## config.mk

```make
export PLATFORM = sky130hd
export DESIGN_NAME = sync_fifo_ctrl
export DESIGN_NICKNAME = d
export VERILOG_FILES = /design/src/rtl/fifo_pkg.sv /design/src/rtl/fifo_storage.sv /design/src/rtl/sync_fifo_ctrl.sv
export SDC_FILE = /design/constraint.sdc
export NUM_CORES = 1
export LEC_CHECK = 0
export CORE_MARGIN = 3
export CORE_UTILIZATION = 45
export CTS_CLUSTER_DIAMETER = 120
export CTS_CLUSTER_SIZE = 8
export DETAILED_ROUTE_END_ITERATION = 8
export GPL_TIMING_DRIVEN = 0
export PLACE_DENSITY = 0.69
export SETUP_SLACK_MARGIN = 0.02
export SKIP_CTS_REPAIR_TIMING = 1
export SYNTH_ARGS = -nofsm -noshare
export SYNTH_HDL_FRONTEND = slang
export SYNTH_SLANG_ARGS = --single-unit
```

## constraint.sdc

```tcl
create_clock -name clk -period 4.85 [get_ports clk]
set_input_delay 0.97 -clock clk [delete_from_list [all_inputs] [get_ports clk]]
set_output_delay 0.97 -clock clk [all_outputs]
set_load 0.03 [all_outputs]
```

## src/rtl/fifo_pkg.sv

```systemverilog
// Shared helpers for the FIFO controller: width computation and pointer wrap.
package fifo_pkg;

    // Bits needed to hold an occupancy value in 0..depth.
    function automatic int unsigned calc_cw(input int unsigned depth);
        return $clog2(depth + 1);
    endfunction

    // Bits needed to address depth entries (at least one bit).
    function automatic int unsigned calc_aw(input int unsigned depth);
        return (depth > 1) ? $clog2(depth) : 1;
    endfunction

    // Wrap-aware increment: depth-1 rolls over to 0, so any depth works.
    function automatic int unsigned ptr_inc(input int unsigned ptr, input int unsigned depth);
        return (ptr == depth - 1) ? 0 : ptr + 1;
    endfunction

endpackage

```

## src/rtl/fifo_storage.sv

```systemverilog
// DATA_WIDTH x DEPTH flop array: one synchronous write port, one combinational read port.
module fifo_storage #(
    parameter int unsigned DATA_WIDTH = 8,
    parameter int unsigned DEPTH      = 4,
    parameter int unsigned AW         = 2
) (
    input  logic                  clk,
    input  logic                  we_i,
    input  logic [AW-1:0]         waddr_i,
    input  logic [DATA_WIDTH-1:0] wdata_i,
    input  logic [AW-1:0]         raddr_i,
    output logic [DATA_WIDTH-1:0] rdata_o
);

    logic [DATA_WIDTH-1:0] mem_q [DEPTH];

    // Write port; contents are deliberately not reset.
    always_ff @(posedge clk) begin
        if (we_i) begin
            mem_q[waddr_i] <= wdata_i;
        end
    end

    // Read port is combinational so the head is visible alongside pop_valid_o.
    assign rdata_o = mem_q[raddr_i];

endmodule

```

## src/rtl/sync_fifo_ctrl.sv

```systemverilog
// Single-clock FWFT FIFO with arbitrary depth, occupancy count, threshold flags,
// synchronous flush and sticky overflow/underflow flags.
module sync_fifo_ctrl
    import fifo_pkg::*;
#(
    parameter int unsigned DATA_WIDTH    = 8,
    parameter int unsigned DEPTH         = 4,
    parameter int unsigned AFULL_THRESH  = DEPTH - 1,
    parameter int unsigned AEMPTY_THRESH = 1,
    localparam int unsigned CW           = calc_cw(DEPTH)
) (
    input  logic                  clk,
    input  logic                  reset_n,
    input  logic                  flush_i,
    input  logic                  push_valid_i,
    input  logic [DATA_WIDTH-1:0] push_data_i,
    output logic                  push_grant_o,
    output logic                  pop_valid_o,
    output logic [DATA_WIDTH-1:0] pop_data_o,
    input  logic                  pop_grant_i,
    output logic [CW-1:0]         count_o,
    output logic                  almost_full_o,
    output logic                  almost_empty_o,
    output logic                  overflow_o,
    output logic                  underflow_o
);

    localparam int unsigned AW = calc_aw(DEPTH);

    // Reject illegal parameterisations at elaboration.
    if (DEPTH < 2) begin : g_bad_depth
        $error("sync_fifo_ctrl: DEPTH must be >= 2");
    end
    if (AFULL_THRESH == 0 || AFULL_THRESH > DEPTH) begin : g_bad_afull
        $error("sync_fifo_ctrl: AFULL_THRESH must be in 1..DEPTH");
    end
    if (AEMPTY_THRESH > DEPTH - 1) begin : g_bad_aempty
        $error("sync_fifo_ctrl: AEMPTY_THRESH must be in 0..DEPTH-1");
    end

    logic [CW-1:0] count_q, count_d;
    logic [AW-1:0] wr_ptr_q, wr_ptr_d;
    logic [AW-1:0] rd_ptr_q, rd_ptr_d;
    logic          ovf_q, ovf_d;
    logic          unf_q, unf_d;
    logic          full, empty;
    logic          push_fire, pop_fire;

    // Occupancy-derived status and handshake; flush blocks every transfer.
    always_comb begin
        full           = (count_q == CW'(DEPTH));
        empty          = (count_q == '0);
        push_grant_o   = !full && !flush_i;
        pop_valid_o    = !empty && !flush_i;
        push_fire      = push_valid_i && push_grant_o;
        pop_fire       = pop_valid_o && pop_grant_i;
        count_o        = count_q;
        almost_full_o  = (count_q >= CW'(AFULL_THRESH));
        almost_empty_o = (count_q <= CW'(AEMPTY_THRESH));
        overflow_o     = ovf_q;
        underflow_o    = unf_q;
    end

    // Next-state for pointers, count and sticky error flags.
    always_comb begin
        count_d  = count_q;
        wr_ptr_d = wr_ptr_q;
        rd_ptr_d = rd_ptr_q;
        ovf_d    = ovf_q;
        unf_d    = unf_q;
        if (flush_i) begin
            count_d  = '0;
            wr_ptr_d = '0;
            rd_ptr_d = '0;
            ovf_d    = 1'b0;
            unf_d    = 1'b0;
        end else begin
            if (push_fire) begin
                wr_ptr_d = AW'(ptr_inc(32'(wr_ptr_q), DEPTH));
            end
            if (pop_fire) begin
                rd_ptr_d = AW'(ptr_inc(32'(rd_ptr_q), DEPTH));
            end
            if (push_fire && !pop_fire) begin
                count_d = count_q + CW'(1);
            end else if (pop_fire && !push_fire) begin
                count_d = count_q - CW'(1);
            end
            if (push_valid_i && full) begin
                ovf_d = 1'b1;
            end
            if (pop_grant_i && empty) begin
                unf_d = 1'b1;
            end
        end
    end

    // State registers with asynchronous active-low reset.
    always_ff @(posedge clk or negedge reset_n) begin
        if (!reset_n) begin
            count_q  <= '0;
            wr_ptr_q <= '0;
            rd_ptr_q <= '0;
            ovf_q    <= 1'b0;
            unf_q    <= 1'b0;
        end else begin
            count_q  <= count_d;
            wr_ptr_q <= wr_ptr_d;
            rd_ptr_q <= rd_ptr_d;
            ovf_q    <= ovf_d;
            unf_q    <= unf_d;
        end
    end

    fifo_storage #(
        .DATA_WIDTH (DATA_WIDTH),
        .DEPTH      (DEPTH),
        .AW         (AW)
    ) u_storage (
        .clk     (clk),
        .we_i    (push_fire),
        .waddr_i (wr_ptr_q),
        .wdata_i (push_data_i),
        .raddr_i (rd_ptr_q),
        .rdata_o (pop_data_o)
    );

endmodule
```

# Word-level counts from Yosys, hierarchy flattened
# Memories as Yosys holds them, arrays and structs flattened.
# Index checks and enable logic that the tools add are counted.
dict set report totals {
  output_inout_bits 17
  mem_bits_ro 0
  register_bits 9
  ramBits 32
  latch_bits 0
  in_bits 13
  wordCells 49
  n_memories 1
}
# name depth word_bits rd rd_ports_with_merged_regs wr line_no
set memory_table {}
lappend memory_table {u_storage.mem_q 4 8 1 0 1 fifo_storage.sv:15} ;# logic [DATA_WIDTH-1:0] mem_q [DEPTH];
dict set report classes {
  mux 15
  bitwise 0
  n_lt_le_gt_ge 2
  add_sub_neg 4
  n_mul 0
  shifts 0
  reduce_logical 19
  div 0
  eq_ne 3
}
# cell n
set op_table {}
lappend op_table {{2-bit 2-to-1 mux} 6}
lappend op_table {{3-bit 2-to-1 mux} 3}
lappend op_table {{1-bit logical AND} 8}
lappend op_table {{2-bit nonzero test} 4}
lappend op_table {{1-bit 2-to-1 mux} 6}
lappend op_table {{1-bit logical NOT} 5}
lappend op_table {{2-bit by 1-bit adder with 2-bit output (second input constant)} 2}
lappend op_table {{2-bit == test (second input constant)} 2}
lappend op_table {{3-bit by 1-bit adder with 3-bit output (second input constant)} 1}
lappend op_table {{3-bit == test (second input constant)} 1}
lappend op_table {{3-bit by 2-bit >= comparator with 1-bit output (second input constant)} 1}
lappend op_table {{3-bit by 1-bit less-or-equal comparator with 1-bit output (second input constant)} 1}
lappend op_table {{3-bit logical NOT} 1}
lappend op_table {{3-bit nonzero test} 1}
lappend op_table {{3-bit by 1-bit subtractor with 3-bit output (second input constant)} 1}

# Logic depth before layout (Yosys ltp)
# Gate-level depths: netlist of the first run.
dict set report logic_depth {
  word_depth 9
  mapped_depth 6
  ltp_nobuf 6
}

# Cells and area by module
# From an unflattened synthesis of the first run, not the netlist that was laid out.
dict set report unflattened {
  cells_unflattened 112
  area_unflattened_um2 1818.0
}
# module n_inst cells_each area_per_inst_um2 seq_area_each_um2
set modules_own_cells {}
lappend modules_own_cells {fifo_storage 1 46 1188.6 960.9}
lappend modules_own_cells {sync_fifo_ctrl 1 66 629.4 225.2}

# Worst setup path before layout of the first run
# OpenSTA, ideal clock, no wires.
dict set report synth_path {
  path_type {reg-to-output}
  start {register count_q[1], in the netlist count_o[1]}
  end {output port pop_valid_o}
  setup_slack_ps 2219
  t_arrival_ps 1661
  required_ps 3880
  path_buffers 0
  stages_incl_launch_ff 5
  path_cell_list {dfrtp_1 > inv_1 > ha_1 > and2b_2 > nor2_1}
}
dict set report synth_between {
  elab_chain_cells 3
}
# item line_no
set synth_rtl {}
lappend synth_rtl {{start: declaration} sync_fifo_ctrl.sv:41} ;# logic [CW-1:0] count_q, count_d;
lappend synth_rtl {{start signal: assignment} sync_fifo_ctrl.sv:107} ;# count_q <= count_d;
lappend synth_rtl {{3-bit logical NOT} sync_fifo_ctrl.sv:52} ;# empty = (count_q == '0);
lappend synth_rtl {{1-bit logical NOT} sync_fifo_ctrl.sv:54} ;# pop_valid_o = !empty && !flush_i;
lappend synth_rtl {{1-bit logical AND} sync_fifo_ctrl.sv:54}
lappend synth_rtl {{end: declaration} sync_fifo_ctrl.sv:18} ;# output logic pop_valid_o,
# Every way passes these cells.

# Worst setup path in the final report of the first run
dict set report layout_path {
  start {input port flush_i}
  end {output port pop_valid_o}
}
dict set report layout_between {
  elab_chain_cells 2
}
# item line_no
set layout_rtl {}
lappend layout_rtl {{start: declaration} sync_fifo_ctrl.sv:14} ;# input logic flush_i,
lappend layout_rtl {{1-bit logical NOT} sync_fifo_ctrl.sv:54}
lappend layout_rtl {{1-bit logical AND} sync_fifo_ctrl.sv:54}
# Every way passes these cells.

==> impl_metrics.json, run 1 <==
{
  "synth_edf_count": 32,
  "synth_seq_area_share_pct": 63.4,
  "cts_tree": "done",
  "peakVddDrop_mv": 0.316,
  "drive_above_1_share_pct": 20.4,
  "drt_iter0_markers": 78,
  "diodes": 0,
  "ff2ff_path_depth": 6,
  "power_density_nw_per_um2": 499,
  "drv_slew": 0,
  "placed_cells": 197,
  "clk_pin_slew_ns": 0.07,
  "relSlewSlack_pct": 64.4,
  "drtPass1Iterations": 4,
  "syn2layout_area_growth_pct": 22.5,
  "overflow": 0,
  "cp.required_ns": 3.88,
  "htreeDepth": 2,
  "grt_pass1_wl_um": 5620,
  "fin_crit_ns": 3.60,
  "critPathLaunchType": "input port",
  "hp-class": "flip-flop to flip-flop",
  "numPortBuffers": 28,
  "met3_usage_pct": 5.47,
  "critical_path_class": "input port to output port",
  "async_flop_share_pct": 22.0,
  "min_from": "underflow_o",
  "power.leakage_nw": 0.839,
  "hold-path-cell-count": 2,
  "hold_violations": 0,
  "fin_crit_sh_pct": 74.3,
  "setup_viol": 0,
  "rrSetupSlack_ns": 2.93,
  "netlist_area_um2": 1870,
  "drc": 0,
  "crit_start": "flush_i",
  "synth_nets": 144,
  "grt_pass1_vias": 1117,
  "fp.dieW_um": 70.5,
  "ys_ff_latch": 41,
  "io_pins": 30,
  "crit_path_end_kind": "output port",
  "rows": 22,
  "outcome": "finished, final reports clean",
  "grt_setup_unrepaired": "no",
  "cts_buffer_depth": 2,
  "wl_per_cell_um": 16.1,
  "syn_avg_cell_area_um2": 15.5,
  "finalWirelength_um": 3300,
  "r2r-start": "count_o[0]",
  "max_slew.worst_pin.slew_ns": 0.534,
  "met2_usage_pct": 23.8,
  "vias": 1079,
  "cts_buffers": 5,
  "grt_max_degree": 13,
  "skew_ns": 0.00445,
  "yosys_warnings": 0,
  "grt_use_met1_pct": 19.2,
  "viasPerCell": 5.26,
  "stdcell_count": 205,
  "clk_latency_ns": 0.28,
  "die-height_um": 70.5,
  "synth_top_flop_cell": "edfxtp_1",
  "fp.dieArea_um2": 4970,
  "crit_arrival_ns": 2.63,
  "path_max_fanout": 10,
  "coreArea_um2": 3830,
  "grt_usage_pct": 15.2,
  "cts_num_sinks": 41,
  "cts-root-buf": "clkbuf_8",
  "tns_ns": 0,
  "drv_cap": 0,
  "max_freq_mhz": 278,
  "syn-instance-count": 121,
  "r2r_end": "count_o[0]",
  "antenna_found_initial": 0,
  "initial_core_util_pct": 48.9,
  "final_nets": 179,
  "postLayoutCoreUtil_pct": 59.9,
  "place_hpwl_um": 2430,
  "ant_nets": 0,
  "gp_congestion": 0.847,
  "whs_ns": 0.512,
  "synth_cell_types": 33,
  "gr-max-usage-layer": "met2",
  "hold_path_end": "underflow_o"
}
-- sequential cells by signal, indices dropped and copies added, names as in the netlist --
| name | flops |
|---|---|
| u_storage.mem_q | 32 |
| count_o | 3 |
| rd_ptr_q | 2 |
| wr_ptr_q | 2 |
| overflow_o | 1 |
| underflow_o | 1 |
-- cell usage in the layout, fill, tap and decap left out --
cell type and instances:
clkbuf_8 5, nand3_1 1, buf_2 3, nand2_2 1
nand2b_1 1, and2_4 1, a31oi_1 1, o31ai_1 1
clkdlybuf4s50_1 28, xnor2_1 1, nor2_1 11, nand2b_2 1
buf_6 1, a21oi_4 1, a311oi_2 1, and2_1 1
o21ai_0 1, a221oi_1 1, mux4_2 8, edfxtp_1 32
clkinv_2 1, o21bai_1 1, nand2_1 8, nor3_1 1
a21oi_1 5, mux2_2 1, mux2_1 1, and2b_2 1
dfrtp_1 9, clkbuf_1 4, and3_2 4, o21ai_2 1
or3_1 1, ha_1 10, inv_1 6, a221oi_2 2
-- per-layer routing --
layer,part of all wire [%],vias up
met1,42,525
li1,-,525
met5,0,-
met3,5.2,4
met4,1.7,0
met2,51,25
-- worst max-delay path by stage --
| stage | to | slack [ns] |
|---|---|---|
| after floorplan | pop_valid_o | 2.22 |
| after global routing | pop_valid_o | 1.17 |
| after global placement | pop_valid_o | 1.24 |
| final | pop_valid_o | 1.25 |
| after CTS | pop_valid_o | 1.24 |
| after detailed placement | pop_valid_o | 1.22 |
-- stage by stage --
stage / cell area (um^2) / setup WS, ns / total power (W)
2_1_floorplan: 1870 / 2.22 / 0.000787
3_3_place_gp: 2210 / 1.24 / 0.000938
3_5_place_dp: 2210 / 1.22 / 0.000954
4_1_cts: 2290 / 1.24 / 0.00116
5_1_grt: 2290 / 1.17 / 0.00121
6_report: 2290 / 1.25 / 0.00114
-- power by group --
group          switching, W  leakage (nW)  total [W]  internal, W
clock network      0.000102        0.0422   0.000203     0.000101
logic              0.000276         0.386   0.000496     0.000220
registers         0.0000249         0.410   0.000444     0.000419
total              0.000403         0.839    0.00114     0.000740
-- critical path, cell delays in order --
cell and delay (ns):
clkdlybuf4s50_1 0.54, clkbuf_1 0.41, nor2_1 0.10, clkdlybuf4s50_1 0.61
-- cell usage after synthesis (2+ instances only) --
master | n | area [um^2]
edfxtp_1 | 32 | 961
inv_1 | 6 | 22.5
dfrtp_1 | 9 | 225
a221oi_2 | 2 | 30.0
ha_1 | 10 | 125
nand2_1 | 8 | 30.0
nor2_1 | 11 | 41.3
buf_2 | 3 | 15.0
mux4_2 | 8 | 180
a21oi_1 | 5 | 25.0
and3_2 | 4 | 30.0
clkbuf_1 | 2 | 7.51
-- logic make-up after synthesis --
logic type,Yosys count,share of synthesized area [%]
compound gates,15,6.95
fa+ha+maj,10,6.68
xor+xnor,1,0.468
mux,10,10.8
simple gates,32,8.69
flops,41,63.4
buf+inv,12,3.01
-- cell type report --
class                      instances  area (um^2)
tap                               48         60.1
timing repair buffer              28          280
clock buffer                       7         76.3
multi-input combinational         68          629
inverter                           6         22.5
buffer                             6         33.8
fill                             291         1530
sequential                        41         1190
clock inverter                     1         5.00
No activity file was read; power rests on OpenSTA's default activity.
==> inputs of run 2 (changes only) <==
Clock period 4.85 ns to 3.42 ns, I/O delays scaled along.
==> results of run 2 <==
The final DEF is identical to that of run 1. Status: finished, final reports clean.
Main changes from that run: setup slack after placement 1.22 ns -> 0.366 ns; setup slack after layout 1.25 ns -> 0.390 ns; register-to-register setup slack 2.93 ns -> 1.50 ns; total power 0.00114 W -> 0.00162 W; worst IR drop on VDD 0.316 mV -> 0.448 mV
